$ cat config.mk
export PLATFORM = sky130hd
export DESIGN_NAME = secded_encoder_pipe
export DESIGN_NICKNAME = d
export VERILOG_FILES = /design/src/rtl/secded_encoder_pipe.sv
export SDC_FILE = /design/constraint.sdc
export NUM_CORES = 1
export LEC_CHECK = 0
export CORE_ASPECT_RATIO = 0.7
export CORE_MARGIN = 10
export CORE_UTILIZATION = 53
export DETAILED_ROUTE_END_ITERATION = 8
export HOLD_SLACK_MARGIN = 0.1
export PLACE_DENSITY_LB_ADDON = 0.2
export SETUP_SLACK_MARGIN = 0.1
export SYNTH_ARGS = -nofsm -noshare
export SYNTH_HDL_FRONTEND = slang
export SYNTH_SLANG_ARGS = --single-unit
$ cat constraint.sdc
create_clock -name CLK -period 10.9 [get_ports CLK]
set_clock_uncertainty 0.1 [all_clocks]
set_input_delay 2.18 -clock CLK [delete_from_list [all_inputs] [get_ports CLK]]
set_output_delay 2.18 -clock CLK [all_outputs]
set_load 0.05 [all_outputs]
$ cat src/rtl/secded_encoder_pipe.sv
// Elastic Hsiao SECDED encoder with a valid/ready handshake, a 1- or 2-stage
// pipeline, per-beat error injection and a delivered-codeword counter.
module secded_encoder_pipe #(
    parameter int unsigned DATA_W = 64,
    parameter int unsigned CHK_W  = 8,
    parameter int unsigned PIPE   = 2
) (
    input  logic                       CLK,
    input  logic                       RST,
    input  logic                       I_VALID,
    output logic                       I_READY,
    input  logic [DATA_W-1:0]          I_DATA,
    input  logic [DATA_W+CHK_W-1:0]    I_INJ,
    output logic                       O_VALID,
    input  logic                       O_READY,
    output logic [DATA_W+CHK_W-1:0]    O_DATA,
    output logic [31:0]                O_CNT
);

    localparam int unsigned CW = DATA_W + CHK_W;

    // Number of available odd-weight columns (weights 3 and 5).
    function automatic int unsigned num_cols();
        int unsigned n;
        n = 0;
        for (int v = 0; v < (1 << CHK_W); v++) begin
            if ($countones(v) == 3 || $countones(v) == 5) n++;
        end
        return n;
    endfunction

    // Columns are assigned in ascending integer order: all weight-3 values, then weight-5.
    // Data is consumed LSB first by shifting a local copy.
    function automatic logic [CHK_W-1:0] calc_check(input logic [DATA_W-1:0] d);
        logic [CHK_W-1:0]  c;
        logic [DATA_W-1:0] dd;
        int unsigned       k;
        c  = '0;
        dd = d;
        k  = 0;
        for (int w = 3; w <= 5; w += 2) begin
            for (int v = 0; v < (1 << CHK_W); v++) begin
                if ($countones(v) == w && k < DATA_W) begin
                    if (dd[0]) c ^= v[CHK_W-1:0];
                    dd = dd >> 1;
                    k++;
                end
            end
        end
        return c;
    endfunction

    if (num_cols() < DATA_W) begin : g_bad_chk
        $error("CHK_W too small: not enough odd-weight columns for DATA_W");
    end

    logic        o_fire;
    logic [31:0] cnt_q, cnt_d;

    if (PIPE == 1) begin : g_pipe1
        logic          v1_q, v1_d;
        logic          in_fire;
        logic [CW-1:0] odata_q, odata_d;

        // Single stage: load when empty or draining this cycle.
        always_comb begin
            I_READY = ~v1_q | O_READY;
            in_fire = I_VALID & I_READY;
            v1_d    = in_fire | (v1_q & ~O_READY);
            odata_d = odata_q;
            if (in_fire) odata_d = {calc_check(I_DATA), I_DATA} ^ I_INJ;
        end

        // Stage register with reset of valid and output data.
        always_ff @(posedge CLK) begin
            if (RST) begin
                v1_q    <= 1'b0;
                odata_q <= '0;
            end else begin
                v1_q    <= v1_d;
                odata_q <= odata_d;
            end
        end

        assign O_VALID = v1_q;
        assign O_DATA  = odata_q;
    end else if (PIPE == 2) begin : g_pipe2
        logic              v1_q, v1_d;
        logic              v2_q, v2_d;
        logic              ld2;
        logic              in_fire;
        logic [DATA_W-1:0] d1_q;
        logic [CW-1:0]     inj1_q;
        logic [CW-1:0]     odata_q, odata_d;

        // Stage 2 loads when empty or draining; stage 1 frees up when it moves into stage 2.
        always_comb begin
            ld2     = v1_q & (~v2_q | O_READY);
            I_READY = ~v1_q | ld2;
            in_fire = I_VALID & I_READY;
            v1_d    = in_fire | (v1_q & ~ld2);
            v2_d    = ld2 | (v2_q & ~O_READY);
            odata_d = odata_q;
            if (ld2) odata_d = {calc_check(d1_q), d1_q} ^ inj1_q;
        end

        // Valid bits and output codeword register.
        always_ff @(posedge CLK) begin
            if (RST) begin
                v1_q    <= 1'b0;
                v2_q    <= 1'b0;
                odata_q <= '0;
            end else begin
                v1_q    <= v1_d;
                v2_q    <= v2_d;
                odata_q <= odata_d;
            end
        end

        // Stage-1 payload; only ever forwarded while v1_q is set, so no reset needed.
        always_ff @(posedge CLK) begin
            if (in_fire) begin
                d1_q   <= I_DATA;
                inj1_q <= I_INJ;
            end
        end

        assign O_VALID = v2_q;
        assign O_DATA  = odata_q;
    end else begin : g_bad_pipe
        $error("PIPE must be 1 or 2");
        assign I_READY = 1'b0;
        assign O_VALID = 1'b0;
        assign O_DATA  = '0;
    end

    // Delivered-codeword counter, wraps naturally.
    always_comb begin
        o_fire = O_VALID & O_READY;
        cnt_d  = cnt_q;
        if (o_fire) cnt_d = cnt_q + 32'd1;
    end

    // Counter register.
    always_ff @(posedge CLK) begin
        if (RST) cnt_q <= '0;
        else     cnt_q <= cnt_d;
    end

    assign O_CNT = cnt_q;

endmodule

Word level (Yosys, flattened, before mapping)
Cells that the tools add are included.
{"block": "totals", "out_inout_bits": 106, "inputBits": 140, "word_cells": 1130, "reg_bits": 242}
{"block": "classes", "n_bitwise": 125, "magnitude_cmp": 111, "mux": 777, "addsub": 111}
{"op": "32-bit 2-to-1 mux", "count": 223}
{"op": "64-bit 2-to-1 mux", "count": 95}
{"op": "32-bit by 1-bit adder with 32-bit output (second input constant)", "count": 111}
{"op": "32-bit by 7-bit < comparator with 1-bit output (second input constant)", "count": 111}
{"op": "8-bit 2-to-1 mux", "count": 226}
{"op": "7-bit 2-to-1 mux", "count": 62}
{"op": "5-bit inverter", "count": 56}
{"op": "6-bit 2-to-1 mux", "count": 32}
{"op": "3-bit inverter", "count": 55}
{"op": "63-bit 2-to-1 mux", "count": 2}
{"op": "62-bit 2-to-1 mux", "count": 2}
{"op": "61-bit 2-to-1 mux", "count": 2}
{"op": "60-bit 2-to-1 mux", "count": 2}
{"op": "59-bit 2-to-1 mux", "count": 2}
{"op": "58-bit 2-to-1 mux", "count": 2}
{"op": "57-bit 2-to-1 mux", "count": 2}
{"op": "56-bit 2-to-1 mux", "count": 2}
{"op": "55-bit 2-to-1 mux", "count": 2}
{"op": "54-bit 2-to-1 mux", "count": 2}
{"op": "53-bit 2-to-1 mux", "count": 2}
{"op": "52-bit 2-to-1 mux", "count": 2}
{"op": "51-bit 2-to-1 mux", "count": 2}
{"op": "50-bit 2-to-1 mux", "count": 2}
{"op": "49-bit 2-to-1 mux", "count": 2}
{"op": "48 further kinds", "count": 123}

Depth between registers and ports, before layout
Gate-level depths: netlist of the first run.
{"block": "logic_depth", "ltp_word": 449, "mapped_depth": 8, "mapped_depth_nobuf": 7}

Worst setup path after synthesis of the first run
Ideal clock, no wire load.
{"block": "synth_timing", "path_type": "input port to flip-flop", "startpoint": "in O_READY", "endpoint": "reg g_pipe2.d1_q[0] (enable)", "path_buffers": 0, "path_stages": 3, "path_slack_ns": 4.472, "arrival_ns": 5.817, "t_required_ns": 10.289, "setup_ns": 0.511, "cell_sequence": "nor2b_1 -> nand2_1 -> and2_1"}
{"block": "synth_between", "elab_chain_cells": 4}
{"item": "start: declaration", "line": "15", "text": "input logic O_READY,"}
{"item": "1-bit OR", "line": "98", "text": "ld2 = v1_q & (~v2_q | O_READY);"}
{"item": "1-bit AND", "line": "98"}
{"item": "1-bit OR", "line": "99", "text": "I_READY = ~v1_q | ld2;"}
{"item": "net I_READY", "line": "11", "text": "output logic I_READY,"}
{"item": "1-bit AND", "line": "100", "text": "in_fire = I_VALID & I_READY;"}
{"item": "net g_pipe2.in_fire", "line": "91", "text": "logic in_fire;"}
{"item": "end signal: assignment", "line": "123", "text": "d1_q <= I_DATA;"}
{"item": "end: declaration", "line": "92", "text": "logic [DATA_W-1:0] d1_q;"}
The timed path passes the listed nets, and every way through them passes these cells.
A chain may end at the register's enable or synchronous reset.

Worst setup path in the final report of the first run
{"block": "layout_timing", "startpoint": "in O_READY", "endpoint": "out I_READY"}
{"block": "layout_between", "elab_chain_cells": 3}
{"item": "1-bit OR", "line": "98"}
{"item": "1-bit AND", "line": "98"}
{"item": "1-bit OR", "line": "99"}
{"item": "end: declaration", "line": "11"}
Every way passes these cells.

==> metrics.txt, run 1 <==
FMAX=161 MHz; Vias/cell=5.20; drt wl/cell=20.5 um; worst-path maximum fanout=5; maximum clock path buffer count=3; area of the multi-input gates=0.00354 sq mm; row count=41; Final setup viols=0; initial antenna violation count=0; max-cap check violation count=0; critical path's slowest cell=clkdlybuf4s50_1; final-stage net count=1,127; CTS tree=built; global-route wire length before repair=38.1 mm; Primary FF master, synth=edfxtp_1; Cells after Synth=741; status=complete, no violations; GR Util All Layers=20.0%; Crit Path Class=in -> out; Initial DRC Count=527; Clk pin slew, worst setup/hold paths=0.07 ns; pin count of the biggest net entering global routing=88; Fillers=1,254; P_sw=0.626 mW; Die Ht=134 um; fraction of registers with async set/reset=0%; R2R Path End=g_pipe2.inj1_q[71]$_DFFE_PP_; Area contributors post-synth=edfxtp_1 (41%), dfxtp_1 (22%), xnor2_1 (14%); Post-Syn Area=0.00987 sq mm; Levels on crit path=4; Int Pwr=1.74 mW; drt total wl=25.3 mm; fin util=73.2%; Initial Util=54.3%; sw frac=26.4%; clk_lat worst skew=0.51 ns; post-CTS sizing=0; RePlAce Congestion=0.814; combinational share of power=20.2%; synth-to-layout area growth=34.7%; synth unique cells=31; Min-Delay Path Class=reg -> reg; Initial DRT Pass Iterations=4; Post-synth EDFFs=136; Die ar.=0.0246 sq mm; pwr/cell area=178 mW/mm^2; syn_nets=882; CTS Hold Bufs=0; Clock Power Share=34.7%; period utilization=57.1%; crit path cell chain=clkdlybuf4s50_1, nor2b_1, nand2_1, clkdlybuf4s50_1; Vias=6,442; worst IR drop on VDD=0.107 mV; FF+latch count, synth=242; dominant cell type by area after synthesis=edfxtp_1; Worst Max-Slew Pin Slew=1.11 ns; Detail Route Antenna Nets=0; CP delay by family, top=buffers and inverters; # IOs=246; most frequent CP cell=clkdlybuf4s50_1; combined flip-flop and latch cell area=0.00621 sq mm; CP peak stage delay=0.73 ns; htree depth=1; layout cells sized above 1=4.79%; R2R cell count=4; CP Capture Type=output pin; WP buf/inv=2; post-synthesis sequential area ratio=62.9%; Ys Warns=0; R2R Path Start=O_VALID$_SDFF_PP0_; core area=0.0182 sq mm; Rel. slew slack=25.7%; grt total ovfl=0; mean post-synth cell area=13.3 sq um; total CTS buffers=23; RSZ-0062 raised after global routing=no; HPWL after DPL=18.7 mm; Hold Vio Cnt, Final=0; sequential power share=45.1%; Worst EP required=8.62 ns; Root Driver=clkbuf_16; post-route setup TNS=0 ns; post-route minimum period=6.22 ns; CP Launch Point=O_READY; end of the critical path=I_READY; ant diodes=0; vias in the first global route=6,358; r2r setup slk=8.08 ns; # Post-CTS Setup Buffers=0; Leakage=4.61 nW; top cell type's share of synthesized area=41.4%; Residual DRC=0; WP data arrival=3.94 ns; Slew Limit Fails=0; Die W=183 um; number of port buffers=245; Worst setup SP type=input port; clock sink total=242
==> worst reg2reg max path: cells and delay by family, from the launching register on <==
family                 cells  cell delay [ns]
buffers and inverters      1             0.96
flip-flops                 1             0.34
AND/OR/NAND/NOR            3             0.93
==> per-layer routing <==
metal	routed length, um	vias to the layer above	track usage [%]	share of wire, %
met5	0	-	0	0
met4	264	0	3.09	1.0
met3	2340	25	6.72	9.2
met2	10800	228	29.6	43
met1	11900	3114	28.4	47
li1	-	3075	-	-
==> cell type report <==
cell class | instances | area share (%)
multi-input cells | 470 | 26.6
repair buffers | 249 | 18.7
well taps | 236 | 2.22
flip-flops and latches | 242 | 46.7
clock buffers | 30 | 4.68
clock inverters | 12 | 1.15
==> cells by family after synthesis <==
| family | count (synthesis) | synth area share [%] |
|---|---|---|
| AND/OR/NAND/NOR | 173 | 7.79 |
| XOR/XNOR | 222 | 22.3 |
| flip-flops | 242 | 62.9 |
| buffers and inverters | 29 | 1.37 |
| adder cells (fa/ha/maj) | 1 | 0.127 |
| AO/OA/AOI/OAI | 74 | 5.52 |
==> stage by stage <==
stage,setup slack [ns],std cells,power [mW],hold WS [ns],cell area [sq um]
global placement,4.76,1197,1.56,0.344,12500
floorplan,4.47,741,1.40,0.391,9870
global route,4.55,1239,2.45,0.390,13300
finish,4.68,1239,2.37,0.355,13300
CTS,4.67,1239,2.38,0.361,13300
detailed placement,4.69,1197,1.56,0.353,12500
==> power by group through the flow <==
stage | clock network [mW] | registers [mW] | logic (mW)
2_1_floorplan | 0 | 1.16 | 0.243
3_3_place_gp | 0 | 1.09 | 0.472
3_5_place_dp | 0 | 1.09 | 0.475
4_1_cts | 0.833 | 1.07 | 0.479
5_1_grt | 0.871 | 1.07 | 0.507
6_report | 0.821 | 1.07 | 0.477
==> cell usage after synthesis, types with 2 or more instances <==
cell / n
dfxtp_1: 106
nand4_1: 9
and3_1: 4
buf_1: 8
nand3b_1: 2
xor2_1: 41
edfxtp_1: 136
and4_1: 4
nor4_1: 3
and2_1: 4
nand2_1: 20
xnor2_1: 162
buf_6: 2
nor2b_1: 2
nor2_1: 107
xnor3_1: 17
clkbuf_1: 17
or2_2: 3
a211oi_1: 68
a21oi_1: 5
nand2b_1: 2
nand3_1: 10
==> cells in the final DEF (no fill, tap or decap), types with 4 or more instances in the layout <==
master / synthesis / final
a211oi_1: 68 / 68
a21oi_1: 5 / 5
and3_1: 4 / 4
and4_1: 4 / 4
buf_4: 0 / 5
clkbuf_1: 17 / 5
clkbuf_16: 0 / 23
clkdlybuf4s50_1: 0 / 244
dfxtp_1: 106 / 106
edfxtp_1: 136 / 136
nand2_1: 20 / 20
nand3_1: 10 / 10
nand4_1: 9 / 9
nor2_1: 107 / 107
xnor2_1: 162 / 162
xnor3_1: 17 / 17
xor2_1: 41 / 41
==> sequential cells by signal (all words and copies together), names as in the netlist <==
name,count
O_DATA,72
g_pipe2.inj1_q,72
g_pipe2.d1_q,64
O_CNT,32
O_VALID,1
g_pipe2.v1_q,1
==> worst min path at each step <==
stage | startpoint | endpoint | slack [ns] | depth (start not counted)
global placement | O_DATA[64]$_SDFFE_PP0P_ | O_DATA[64]$_SDFFE_PP0P_ | 0.34 | 2
finish | O_DATA[65]$_SDFFE_PP0P_ | O_DATA[65]$_SDFFE_PP0P_ | 0.35 | 2
detailed placement | O_DATA[66]$_SDFFE_PP0P_ | O_DATA[66]$_SDFFE_PP0P_ | 0.35 | 2
CTS | O_DATA[65]$_SDFFE_PP0P_ | O_DATA[65]$_SDFFE_PP0P_ | 0.36 | 2
global route | O_DATA[66]$_SDFFE_PP0P_ | O_DATA[66]$_SDFFE_PP0P_ | 0.39 | 2
floorplan | g_pipe2.v1_q$_SDFF_PP0_ | O_VALID$_SDFF_PP0_ | 0.39 | 2
(Power assumes the default switching activity.)
==> run 2: changes to the inputs <==
CORE_UTILIZATION = 45   (was 53)
clock period = 5.1 ns   (was 10.9 ns; I/O delays follow)
==> run 2 against run 1 <==
  * Count of clock-buffer cells in the layout up 3
  * Power up 120%
  * First-iteration DRC count down 33%
  * Die area up 15%
  * Combinational power up 110%
  * Critical endpoint unchanged
  * Highest routed layer unchanged
==> metrics.txt, run 2 (synthesis results as in run 1) <==
core area=0.0216 sq mm (+19%); # Post-CTS Setup Buffers=0 (unchanged); vias in the first global route=6,289 (-1.1%); RSZ-0062 raised after global routing=no; drt total wl=25.8 mm (+1.7%); max-cap check violation count=0 (unchanged); RePlAce Congestion=0.793 (-2.6%); post-CTS sizing=0 (unchanged); r2r setup slk=2.71 ns (-5.37 ns); pin count of the biggest net entering global routing=105 (+19%); HPWL after DPL=19.2 mm (+2.4%); Pwr Total=5.16 mW (+120%); WP data arrival=2.75 ns (-1.19 ns); final worst slack=1.23 ns (-3.45 ns); area of the multi-input gates=0.00354 sq mm (unchanged); Worst EP required=3.98 ns (-4.64 ns); Initial Util=45.6% (-8.7 points); CTS Hold Bufs=0 (unchanged); CP Capture Type=output pin; worst slack, placed=1.24 ns (-3.46 ns); FMAX=259 MHz; final-stage net count=1,128 (+0.089%); Clk pin slew, worst setup/hold paths=0.06 ns (about the same); Vias=6,326 (-1.8%); worst IR drop on VDD=0.270 mV (+150%); Die W=197 um (+7.6%); Residual DRC=0 (unchanged); Post-Layout Cell Count=1,287 (+3.9%); clock sink total=242 (unchanged); combined flip-flop and latch cell area=0.00621 sq mm (unchanged); maximum clock path buffer count=3 (unchanged); Rel. slew slack=28.7% (+2.9 points); most common cell after layout, fill and taps aside=clkdlybuf4s50_1; Worst setup SP type=input port; status=complete, no violations; drt wl/cell=20.0 um (-2.1%); Vias/cell=4.92 (-5.5%); Min-Delay Path Class=reg -> reg; Crit Path Class=in -> out; R2R Path End=O_DATA[66]$_SDFFE_PP0P_; R2R Path Start=g_pipe2.d1_q[0]$_DFFE_PP_; CP Launch Point=O_READY; CTS tree=built; end of the critical path=I_READY; initial antenna violation count=0 (unchanged); number of port buffers=245 (unchanged); dpl cell area=0.0126 sq mm (+0.56%); worst-path maximum fanout=5 (unchanged); # IOs=246 (unchanged); Initial DRC Count=352 (-33%); Leakage=4.66 nW (+1.1%); R2R cell count=6 (+2); ant diodes=0 (unchanged); Fillers=1,747 (+39%); DP Cell Count=1,243 (+3.8%); fin area=0.0134 sq mm (+1.0%); layout cells sized above 1=5.07% (+0.29 points); grt total ovfl=0 (unchanged); Detail Route Antenna Nets=0 (unchanged); row count=45 (+9.8%); period utilization=75.8%; Slew Limit Fails=0 (unchanged); clk_lat worst skew=0.52 ns (about the same); total CTS buffers=24 (+4.3%); synth-to-layout area growth=36.1%; Worst Max-Slew Pin Slew=1.07 ns (-0.0440 ns); post-route minimum period=3.87 ns; Initial DRT Pass Iterations=5 (+1); htree depth=1 (unchanged); post-route setup TNS=0 ns (unchanged); Final setup viols=0 (unchanged); most frequent cells in the layout=clkdlybuf4s50_1 (244), xnor2_1 (162), edfxtp_1 (136); pwr/cell area=384 mW/mm^2 (+120%); Hold Vio Cnt, Final=0 (unchanged); Die ar.=0.0283 sq mm (+15%); Root Driver=clkbuf_16; GR Util All Layers=17.7% (-2.4 points); global-route wire length before repair=38.1 mm (about the same); Die Ht=144 um (+7.3%)
-- run 2: per-stage QoR --
| step | hold slack [ns] | util (%) |
|---|---|---|
| 2_1_floorplan | 0.391 | - |
| 3_3_place_gp | 0.343 | 58.2 |
| 3_5_place_dp | 0.347 | 58.2 |
| 4_1_cts | 0.356 | 62.1 |
| 5_1_grt | 0.386 | 62.1 |
| 6_report | 0.355 | 62.1 |
-- run 2: how the worst min path moves through the flow --
stage                                        from                 endpoint  slack [ns]  cells after the start
after floorplan           g_pipe2.v1_q$_SDFF_PP0_       O_VALID$_SDFF_PP0_        0.39                      2
after CTS                 O_DATA[64]$_SDFFE_PP0P_  O_DATA[64]$_SDFFE_PP0P_        0.36                      2
after detailed placement  O_DATA[64]$_SDFFE_PP0P_  O_DATA[64]$_SDFFE_PP0P_        0.35                      2
after global placement    O_DATA[69]$_SDFFE_PP0P_  O_DATA[69]$_SDFFE_PP0P_        0.34                      2
final                     O_DATA[69]$_SDFFE_PP0P_  O_DATA[69]$_SDFFE_PP0P_        0.35                      2
after global routing      O_DATA[64]$_SDFFE_PP0P_  O_DATA[64]$_SDFFE_PP0P_        0.39                      2
-- run 2: cell type report --
cell class / instances / share of cell area [%]
clock inverter: 11 / 0.997
tap: 282 / 2.63
sequential: 242 / 46.2
multi-input combinational: 470 / 26.3
clock buffer: 33 / 5.26
timing repair buffer: 249 / 18.6
-- run 2: power by group --
part / leakage [nW] / switching [mW] / total (mW) / internal, mW
Sequential: 2.20 / 0.0932 / 2.28 / 2.19
Clock: 0.413 / 0.739 / 1.86 / 1.12
Combinational: 2.05 / 0.507 / 1.02 / 0.512
Total: 4.66 / 1.34 / 5.16 / 3.82
-- run 2: routing by layer --
metal / GRT usage (%) / vias to the layer above / wire, um
met5: 0 / - / 0
met4: 3.39 / 0 / 384
met3: 6.19 / 30 / 2380
met2: 25.7 / 201 / 10700
met1: 24.9 / 3021 / 12300
li1: - / 3074 / -
-- run 2: worst max-delay path: stages --
cell and delay, ns:
clkdlybuf4s50_1 0.45, nor2b_1 0.40, nand2_1 0.13, clkdlybuf4s50_1 0.74
